==> src/rtl/fifo_readout_control.sv <==
// -----------------------------------------------------------------------------
// fifo_readout_control
//
// Read-side framer for the event data FIFO. The block drains a first-word-
// fall-through FIFO and sends its contents to the host link as packets on a
// ready/valid stream:
//
//   header  : {HDR_TAG, seq[15:0]}   (zero-extended to DATA_WIDTH)
//   payload : len FIFO words, in FIFO order
//   trailer : {TRL_TAG, len[15:0]}   (zero-extended, TX_TLAST=1)
//
// A full packet of PKT_WORDS is started whenever the FIFO holds at least that
// many words. When the run controller is back in IDLE, whatever is left in the
// FIFO is flushed as a short packet. Each packet is separated from the next by
// at least one idle cycle.
//
// Ports:
//   CLK, RST        clock, asynchronous active-high reset
//   RUN_STATUS      run state: 000 INIT, 001 IDLE, 010 STARTUP, 011 WAIT, 100 BUSY
//   FIFO_DOUT       FWFT FIFO head word, valid while FIFO_EMPTY=0
//   FIFO_EMPTY      FIFO empty flag
//   FIFO_RD_COUNT   FIFO read data count
//   FIFO_RD_EN      pop strobe (combinational, only during payload transfers)
//   TX_TDATA        stream data
//   TX_TVALID       stream valid (never depends on TX_TREADY)
//   TX_TLAST        last word of a packet (the trailer)
//   TX_TREADY       stream ready
//   PKT_SEQ         sequence number of the next packet to be sent
//   BUSY            high whenever a packet is in progress
// -----------------------------------------------------------------------------
module fifo_readout_control #(
    parameter int          DATA_WIDTH = 32,
    parameter int          PKT_WORDS  = 256,
    parameter int          CNT_WIDTH  = 12,
    parameter logic [15:0] HDR_TAG    = 16'hEB90,
    parameter logic [15:0] TRL_TAG    = 16'h5A5A
) (
    input  logic                  CLK,
    input  logic                  RST,
    input  logic [2:0]            RUN_STATUS,
    input  logic [DATA_WIDTH-1:0] FIFO_DOUT,
    input  logic                  FIFO_EMPTY,
    input  logic [CNT_WIDTH-1:0]  FIFO_RD_COUNT,
    output logic                  FIFO_RD_EN,
    output logic [DATA_WIDTH-1:0] TX_TDATA,
    output logic                  TX_TVALID,
    output logic                  TX_TLAST,
    input  logic                  TX_TREADY,
    output logic [15:0]           PKT_SEQ,
    output logic                  BUSY
);

    typedef enum logic [1:0] {
        S_IDLE = 2'd0,
        S_HDR  = 2'd1,
        S_PAY  = 2'd2,
        S_TRL  = 2'd3
    } state_t;

    localparam logic [2:0] RS_IDLE    = 3'b001;
    localparam logic [2:0] RS_STARTUP = 3'b010;

    // The count comparison is done at a width that holds both the FIFO count
    // and any legal PKT_WORDS (up to 65535), so neither side gets truncated.
    localparam int                CMP_W   = (CNT_WIDTH > 17) ? CNT_WIDTH : 17;
    localparam logic [CMP_W-1:0]  PKT_EXT = CMP_W'(PKT_WORDS);
    localparam logic [15:0]       PKT_LEN = 16'(PKT_WORDS);

    state_t      state;
    state_t      state_nxt;
    logic [15:0] seq_q;
    logic [15:0] seq_nxt;
    logic [15:0] len_q;
    logic [15:0] len_nxt;
    logic [15:0] idx_q;
    logic [15:0] idx_nxt;

    logic        full_ok;
    logic        flush_ok;
    logic        pay_vld;
    logic        pay_pop;

    // Packet length from the FIFO count, clamped to a full packet so a wide
    // count can never produce an over-long packet.
    function automatic logic [15:0] sat_len(input logic [CNT_WIDTH-1:0] cnt);
        if (CMP_W'(cnt) >= PKT_EXT) begin
            return PKT_LEN;
        end
        return 16'(cnt);
    endfunction

    assign full_ok  = (CMP_W'(FIFO_RD_COUNT) >= PKT_EXT);
    assign flush_ok = (RUN_STATUS == RS_IDLE) && !FIFO_EMPTY && !full_ok;

    // Payload words are only offered while the FIFO has a word at its head;
    // a pop happens exactly when such a word is accepted downstream.
    assign pay_vld  = !FIFO_EMPTY;
    assign pay_pop  = pay_vld && TX_TREADY;

    // ---- state / counter registers ----
    always_ff @(posedge CLK or posedge RST) begin
        if (RST) begin
            state <= S_IDLE;
            seq_q <= 16'd0;
            len_q <= 16'd0;
            idx_q <= 16'd0;
        end else begin
            state <= state_nxt;
            seq_q <= seq_nxt;
            len_q <= len_nxt;
            idx_q <= idx_nxt;
        end
    end

    // ---- next-state and output decode ----
    always_comb begin
        state_nxt  = state;
        seq_nxt    = seq_q;
        len_nxt    = len_q;
        idx_nxt    = idx_q;
        TX_TVALID  = 1'b0;
        TX_TLAST   = 1'b0;
        TX_TDATA   = '0;
        FIFO_RD_EN = 1'b0;

        case (state)
            S_IDLE: begin
                // A new run restarts the packet numbering.
                if (RUN_STATUS == RS_STARTUP) begin
                    seq_nxt = 16'd0;
                end
                // Full packets take priority over a flush.
                if (full_ok) begin
                    len_nxt   = PKT_LEN;
                    state_nxt = S_HDR;
                end else if (flush_ok) begin
                    len_nxt   = sat_len(FIFO_RD_COUNT);
                    state_nxt = S_HDR;
                end
            end

            S_HDR: begin
                TX_TVALID = 1'b1;
                TX_TDATA  = DATA_WIDTH'({HDR_TAG, seq_q});
                if (TX_TREADY) begin
                    idx_nxt = 16'd0;
                    // A FWFT count that lags the empty flag can yield a zero
                    // length; such a packet carries no payload at all.
                    state_nxt = (len_q == 16'd0) ? S_TRL : S_PAY;
                end
            end

            S_PAY: begin
                TX_TVALID  = pay_vld;
                TX_TDATA   = FIFO_DOUT;
                FIFO_RD_EN = pay_pop;
                if (pay_pop) begin
                    idx_nxt = idx_q + 16'd1;
                    if (idx_q == len_q - 16'd1) begin
                        state_nxt = S_TRL;
                    end
                end
            end

            S_TRL: begin
                TX_TVALID = 1'b1;
                TX_TLAST  = 1'b1;
                TX_TDATA  = DATA_WIDTH'({TRL_TAG, len_q});
                if (TX_TREADY) begin
                    seq_nxt   = seq_q + 16'd1;
                    state_nxt = S_IDLE;
                end
            end

            default: begin
                state_nxt = S_IDLE;
            end
        endcase
    end

    assign PKT_SEQ = seq_q;
    assign BUSY    = (state != S_IDLE);

endmodule

==> config.mk <==
export PLATFORM = sky130hd
export DESIGN_NAME = fifo_readout_control
export DESIGN_NICKNAME = d
export VERILOG_FILES = /design/src/rtl/fifo_readout_control.sv
export SDC_FILE = /design/constraint.sdc
export NUM_CORES = 1
export LEC_CHECK = 0
export CORE_MARGIN = 3
export CORE_UTILIZATION = 40
export CTS_BUF_LIST = sky130_fd_sc_hd__clkbuf_8
export CTS_CLUSTER_DIAMETER = 150
export DETAILED_ROUTE_END_ITERATION = 10
export PLACE_DENSITY = 0.69
export REMOVE_ABC_BUFFERS = 1
export SYNTH_ARGS = -nofsm -noshare
export SYNTH_HDL_FRONTEND = slang
export SYNTH_SLANG_ARGS = --single-unit
export TNS_END_PERCENT = 5
==> constraint.sdc <==
create_clock -name CLK -period 3.75 [get_ports CLK]
set_clock_uncertainty 0.1 [all_clocks]
set_input_delay 0.75 -clock CLK [delete_from_list [all_inputs] [get_ports CLK]]
set_output_delay 0.75 -clock CLK [all_outputs]
set_load 0.03 [all_outputs]
Yosys cells after proc, flatten, opt, wreduce, memory -nomap -nowiden

Cells that the tools add are included.

Div/mod/pow operators: 0
Reduce and logical (&&, ||, !) cells: 16
Add/sub/neg operators: 3
Shift-type cells: 0
Equal/unequal tests: 12
Bitwise gates (word level): 0
$lt $le $gt $ge: 1
Multiply operators: 0
Mux-type cells: 24

Operators by type and width:

| operator                                                           | count |
|---|---|
| 2-to-1 mux 16 bit                                                  | 7 |
| one-hot mux 32 bit (3 select lines)                                | 1 |
| one-hot mux 16 bit (2 select lines)                                | 2 |
| adder 16 x 1 -> 16 bit, second input constant                      | 2 |
| equality test 16 bit                                               | 1 |
| logical NOT 16 bit                                                 | 1 |
| subtractor 16 x 1 -> 16 bit, second input constant                 | 1 |
| greater-or-equal comparator 12 x 9 -> 1 bit, second input constant | 1 |
| 2-to-1 mux 2 bit                                                   | 6 |
| != test 2 bit, second input constant                               | 5 |
| one-hot mux 2 bit (4 select lines)                                 | 1 |
| nonzero test 2 bit                                                 | 4 |
| 2-to-1 mux 1 bit                                                   | 6 |
| AND reduction 3 bit                                                | 2 |
| AND reduction 5 bit                                                | 1 |
| equality test 2 bit, second input constant                         | 2 |
| equality test 3 x 1 -> 1 bit, second input constant                | 1 |
| equality test 3 x 2 -> 1 bit, second input constant                | 1 |
| logical AND 1 bit                                                  | 3 |
| != test 3 bit, second input constant                               | 1 |
| equality test 2 x 1 -> 1 bit, second input constant                | 1 |
| logical NOT 1 bit                                                  | 2 |
| logical NOT 2 bit                                                  | 1 |
| one-hot mux 1 bit (2 select lines)                                 | 1 |
| 2 further kinds                                                    | 2 |

Latch bits: 0
Memory bits (read-only): 0
Memory bits (writable): 0
Logic and storage cells: 60
Memories kept: 0
Flip-flop bits (word level): 50
Input port bits: 51
Output and inout bits: 52

Logic depth before layout (Yosys ltp)

Gate-level depths: netlist of the first run.

Word-level depth: 9
Mapped depth: 12
Depth with buffers taken out: 10

Worst setup path after synthesis of the first run

No wires, ideal clock.

Path kind: reg2out
Start point: register state[1]
End point: output TX_TDATA[20]
Path slack: 0.896 ns
Stages on the path, launching flop included: 6
Data arrival time: 2.004 ns
Path buffers: 2
Cells stage by stage: dfrtp_1 -> ha_1 -> clkbuf_1 -> clkbuf_1 -> nor2_1 -> a21oi_1

Longest elaborated chain between the ends: 2
Elaborated cells on any way between the ends: 4

Ends and longest elaborated chain:

| what                                                                       | line | source |
|---|---|---|
| start: declaration                                                         | 69   | `state_t state;` |
| start signal: assignment                                                   | 108  | `state <= state_nxt;` |
| equality test 2 bit / equality test 2 x 1 -> 1 bit (equally long branches) | 126  | `case (state)` |
| one-hot mux 32 bit (3 select lines) *                                      | 126  |  |
| end: declaration                                                           | 45   | `output logic [DATA_WIDTH-1:0] TX_TDATA,` |

Every way passes the cells marked *; elsewhere a longest branch is shown, timed or not.

Final worst setup path of the first run

Start point: register state[1]
End point: output TX_TDATA[27]

The elaborated chain is that of the path after synthesis.

==> reports/metrics.yaml, run 1 <==
ys_async_sr_fraction: 1.00
maxSlewViolCount: 0
synth_top_area_share: 0.368
antenna_found_initial: 0
synth-seq-area-share: 0.368
met3_usage: 0.0351
path_max_fanout: 11
pin_count: 103
first_pass_iters: 7
p_leak_nw: 1.78
p_int_w: 0.00141
drc: 0
synth_edf_count: 0
rows: 31
cts_made_buffers: 5
grt_pass1_wl_um: 14400
ys_seq_elements: 46
cts_setup_buffers: 0
final_area_um2: 4370
synthTopCellsByCount: "57 x nor2_1, 54 x nand2_1, 46 x dfrtp_1"
clockBufferDepth: 2
grt_setup_unrepaired: "no"
cts-root-buf: "clkbuf_8"
ys_types: 51
cp-start-kind: "flop"
wl_per_cell_um: 15.5
cts_tree: "yes"
grt.busiest_layer: "met2"
via_per_inst: 5.41
grt_pass1_vias: 2887
path_clk_slew_ns: 0.10
die_area_um2: 8910
die_x_um: 94.4
p_sw_frac: 0.479
nets: 544
vias: 3171
finalHoldViolations: 0
cap_viol_max_count: 0
synth_area_leader_cell: "dfrtp_1"
placed_area_um2: 4260
synth_top_flop_cell: "dfrtp_1"
drive_above_1_share: 0.0513
worstPathRequired_ns: 2.90
antenna_cells: 0
fillCellCount: 670
cp_data_arrival_time_ns: 2.54
endpoint_kind: "primary output"
status: "finished, final reports clean"
totalWireLength_um: 9100
htree_levels: 2
max_freq_mhz: 295
ir_worst_vdd_mv: 0.343
p_per_area_nw_per_um2: 619
syn_area_um2: 3120
grtUsageMet1: 0.281
criticalPathCategory: "flop to primary output"
fp.dieH_um: 94.4
slew-limit-headroom: 0.373
pwr-share-seq: 0.233
post-dp-hpwl_um: 7060
fp.coreArea_um2: 7410
setup_viol: 0
area_delta_synth_final_pct: 40.0
yosysMostFrequentCell: "nor2_1"
start_util: 0.422
grt_max_degree: 30
port_buffers: 102
worstMarginPinSlew_ns: 0.937
pwr-share-clk: 0.139
grt_use_total: 0.203
use_met2: 0.324
synthCells: 388
synth.area.top_cells: "dfrtp_1 37%, nor2_1 6.8%, nand2_1 6.5%"
combPwrFrac: 0.629
insertion_delay_ns: 0.30
fin_crit_ns: 3.39
finalCritPeriodShare: 0.905
gp_congestion: 0.822
cts_sinks: 46
synth.yosys.warnings: 0
grt_overflow: 0
ant_nets: 0
setup_tns_ns: 0
avgSynthCellArea_um2: 8.05
drt-initial-drc-count: 140
p_sw_w: 0.00130
hold_class: "flop to flop"
[critical path, stage by stage (launching register included)]
cell	delay [ns]
dfrtp_1	0.53
ha_1	0.51
buf_4	0.27
nor2_1	0.10
a21oi_1	0.14
clkdlybuf4s50_1	0.69
[per-stage QoR]
step / hold WS, ns / setup slack (ns) / utilization / instances / power, W
global placement: 0.453 / 0.445 / 0.575 / 578 / 0.00231
global route: 0.529 / 0.190 / 0.590 / 586 / 0.00289
CTS: 0.474 / 0.209 / 0.590 / 586 / 0.00272
finish: 0.468 / 0.356 / 0.590 / 586 / 0.00270
floorplan: 0.425 / 0.886 / - / 368 / 0.00165
detailed placement: 0.456 / 0.430 / 0.575 / 578 / 0.00234
[metal layers]
metal	part of all wire	vias to the layer above
met1	0.44	1491
met4	0.018	0
met5	0	-
met2	0.48	98
met3	0.055	14
li1	-	1568
[final cells by class]
type / instances / area, µm² / share of cell area
clock buffer: 5 / 68.8 / 0.0157
clock inverter: 3 / 43.8 / 0.0100
inverter: 12 / 45.0 / 0.0103
multi-input combinational: 310 / 1850 / 0.423
sequential: 46 / 1150 / 0.263
tap: 99 / 124 / 0.0283
timing repair buffer: 111 / 1090 / 0.249
[power groups by stage]
stage / Combinational (W) / Sequential [W] / Clock, W
after floorplan: 0.00103 / 0.000627 / 0
after global placement: 0.00168 / 0.000634 / 0
after detailed placement: 0.00170 / 0.000639 / 0
after CTS: 0.00171 / 0.000629 / 0.000390
after global routing: 0.00184 / 0.000641 / 0.000411
final: 0.00170 / 0.000629 / 0.000375
[final timing paths]
path	slack, ns	start	cells past startpoint	end
max in group asynchronous	2.07	RST	3	PKT_SEQ[0]
worst max register to register	0.81	len_q[0]	9	state[1]
worst min register to register	0.47	idx_q[15]	2	idx_q[15]
worst max-delay path	0.36	state[1]	5	TX_TDATA[27]
min in group asynchronous	0.73	RST	2	len_q[9]
worst min-delay path	0.47	idx_q[15]	2	idx_q[15]
[placed cells by master (no fill, tap or decap), types with 4 or more instances in the layout]
cell,synthesis,layout
nor2_1,57,57
nand2_1,54,54
o211ai_1,4,4
xnor2_1,12,12
and2_1,7,7
a222oi_1,12,12
o21ai_1,20,20
clkbuf_8,0,5
nor3_1,7,7
o21ai_0,5,5
dfrtp_1,46,46
buf_4,0,9
a21oi_1,20,20
inv_1,11,10
a22oi_1,4,4
or3_1,8,8
and3_1,5,5
xor2_1,19,19
nand3_1,21,21
ha_1,7,6
nand4_1,8,8
nor2b_1,4,4
mux2i_1,4,4
clkdlybuf4s50_1,0,102
[state kept, by name, summed over array words and instances, names as in the netlist]
register	flops
idx_q	16
PKT_SEQ	16
len_q	12
state	2
[cells by family (layout without fill, tap and decap cells)]
group / Yosys count / after routing / share of synthesized area
fa+ha+maj: 7 / 7 / 0.0280
flops: 46 / 46 / 0.368
xor+xnor: 31 / 31 / 0.0869
compound gates: 79 / 79 / 0.168
mux: 6 / 6 / 0.0212
buf+inv: 32 / 131 / 0.0396
simple gates: 187 / 187 / 0.288
[what timing repair did]
action,CTS,global route
setup endpoints to repair,0,3
resized for setup,0,1
hold buffers,0,0
No activity file was read; power rests on OpenSTA's default activity.
==> run 2: changes to the inputs <==
Settings changed: HOLD_SLACK_MARGIN set to 0.1.
==> results of run 2 <==
The final DEF is identical to that of run 1; final timing and power are the same.
==> run 3: changes to the inputs <==
Settings changed: CORE_MARGIN 3 to 1.
==> run 3 against run 2 <==
  * Power fell by 0.85%
  * Global-route usage rose by 2.5 points
  * Cell count did not move
  * Fmax fell by 3.4%
  * Register-to-register slack got worse by 0.13 ns
  * Sequential share of layout area rose by 0.053 points
  * Flip-flop and latch count did not move
  * Utilization fell by 0.12 points
  * Via count fell by 0.54%
  * Critical path depth fell by 1
  * Design area fell by 0.20%
  * Die area fell by 8.3%
  * Critical path type unchanged
  * Critical endpoint is now BUSY
  * Largest power group unchanged
==> reports/metrics.yaml, run 3 (synthesis results as in run 1) <==
first_pass_iters: 5  # -2
wl_per_cell_um: 15.2  # -1.9%
die_area_um2: 8170  # -8.3%
status: "finished, final reports clean"
cts_tree: "yes"
gp_congestion: 0.801  # -2.6%
holdPathStages: 2  # unchanged
cts-root-buf: "clkbuf_8"
utilization: 0.589  # -0.00118
cap_viol_max_count: 0  # unchanged
cts_sinks: 46  # unchanged
insertion_delay_ns: 0.30  # about the same
slew-limit-headroom: 0.350  # -0.0223
path_max_fanout: 28  # +17
setup_tns_ns: 0  # unchanged
layout_common_cells: "102 x clkdlybuf4s50_1, 57 x nor2_1, 54 x nand2_1, 46 x dfrtp_1, 21 x nand3_1"
ant_nets: 0  # unchanged
pin_count: 103  # unchanged
totalWireLength_um: 8930  # -1.9%
endpoint_kind: "primary output"
nets: 544  # unchanged
pwr-share-seq: 0.235  # +0.002
max_freq_mhz: 284  # -3.4%
htree_levels: 2  # unchanged
grt_overflow: 0  # unchanged
post-dp-hpwl_um: 6750  # -4.3%
hold_class: "flop to flop"
cts_hold_buffers: 0  # unchanged
start_util: 0.422  # unchanged
combPwrFrac: 0.629  # about the same
area_delta_synth_final_pct: 39.7
grt_max_degree: 32  # +6.7%
p_sw_frac: 0.479  # about the same
p_sw_w: 0.00128  # -0.83%
reg2reg_depth: 10  # +1
via_per_inst: 5.38  # -0.54%
finalHoldViolations: 0  # unchanged
cp-start-kind: "flop"
drive_above_1_share: 0.0452  # -0.00616
fp.coreArea_um2: 7410  # unchanged
pwr-share-clk: 0.136  # -0.003
grt_use_total: 0.228  # +0.0250
cts_made_buffers: 5  # unchanged
antenna_cells: 0  # unchanged
cts_setup_buffers: 0  # unchanged
worstMarginPinSlew_ns: 0.974  # +0.0369 ns
clockBufferDepth: 2  # unchanged
grt_setup_unrepaired: "no"
grt_pass1_vias: 2939  # +1.8%
path_clk_slew_ns: 0.09  # about the same
grt_pass1_wl_um: 15000  # +4.4%
port_buffers: 102  # unchanged
p_leak_nw: 1.78  # +0.23%
criticalPathCategory: "flop to primary output"
vias: 3154  # -0.54%
maxSlewViolCount: 0  # unchanged
worstPathRequired_ns: 2.90  # about the same
ir_worst_vdd_mv: 0.261  # -24%
p_per_area_nw_per_um2: 615  # -0.65%
die_x_um: 90.4  # -4.2%
cts_resized: 0  # unchanged
final_common_cell: "clkdlybuf4s50_1"
fp.dieH_um: 90.4  # -4.2%
fin_crit_ns: 3.52  # +0.121 ns
drt-initial-drc-count: 224  # +60%
finalCritPeriodShare: 0.937  # +0.0323
antenna_found_initial: 0  # unchanged
rows: 31  # unchanged
setup_viol: 0  # unchanged
cp_data_arrival_time_ns: 2.67  # +0.13 ns
drc: 0  # unchanged
p_int_w: 0.00140  # -0.86%
## run 3: path summary, 6_finish.rpt
check                          start     endpoint  slack [ns]
min reg2reg                idx_q[15]    idx_q[15]        0.48
min in group asynchronous        RST     state[1]        0.73
min                        idx_q[15]    idx_q[15]        0.48
max reg2reg                 state[1]  PKT_SEQ[13]        0.68
max                         state[1]         BUSY        0.23
max in group asynchronous        RST     idx_q[1]        2.06
## run 3: power by group through the flow
stage / Combinational, W / Clock, W / Sequential [W]
6_report: 0.00169 / 0.000365 / 0.000630
4_1_cts: 0.00169 / 0.000375 / 0.000628
3_3_place_gp: 0.00167 / 0 / 0.000634
2_1_floorplan: 0.00103 / 0 / 0.000627
3_5_place_dp: 0.00169 / 0 / 0.000637
5_1_grt: 0.00182 / 0.000400 / 0.000639
## run 3: area by class of cell
cell class                      instances  area [µm²]
Timing Repair Buffer                  111        1090
Fill cell                             679        3040
Inverter                               12        45.0
Sequential cell                        46        1150
Multi-Input combinational cell        310        1850
Clock inverter                          3        37.5
Tap cell                               99         124
Clock buffer                            5        68.8
## run 3: critical path: stages (launching register included)
cell and delay, ns:
dfrtp_1 0.50, inv_1 0.17, ha_1 0.82, inv_1 0.22, clkdlybuf4s50_1 0.66
## run 3: per-stage QoR
stage               total power, W  setup slack [ns]  instance area [µm²]  hold slack [ns]  cells
global route               0.00286            0.0463                 4360            0.519    586
global placement           0.00230             0.438                 4260            0.456    578
CTS                        0.00270             0.244                 4360            0.477    586
finish                     0.00268             0.234                 4360            0.477    586
floorplan                  0.00165             0.886                 3050            0.425    368
detailed placement         0.00233             0.411                 4260            0.455    578
## run 3: routing by layer
metal	global-route usage	vias up	wire, µm
met5	0	-	0
met4	0.0497	0	77
met3	0.0370	6	405
met2	0.381	82	4330
met1	0.311	1497	4120
li1	-	1569	-
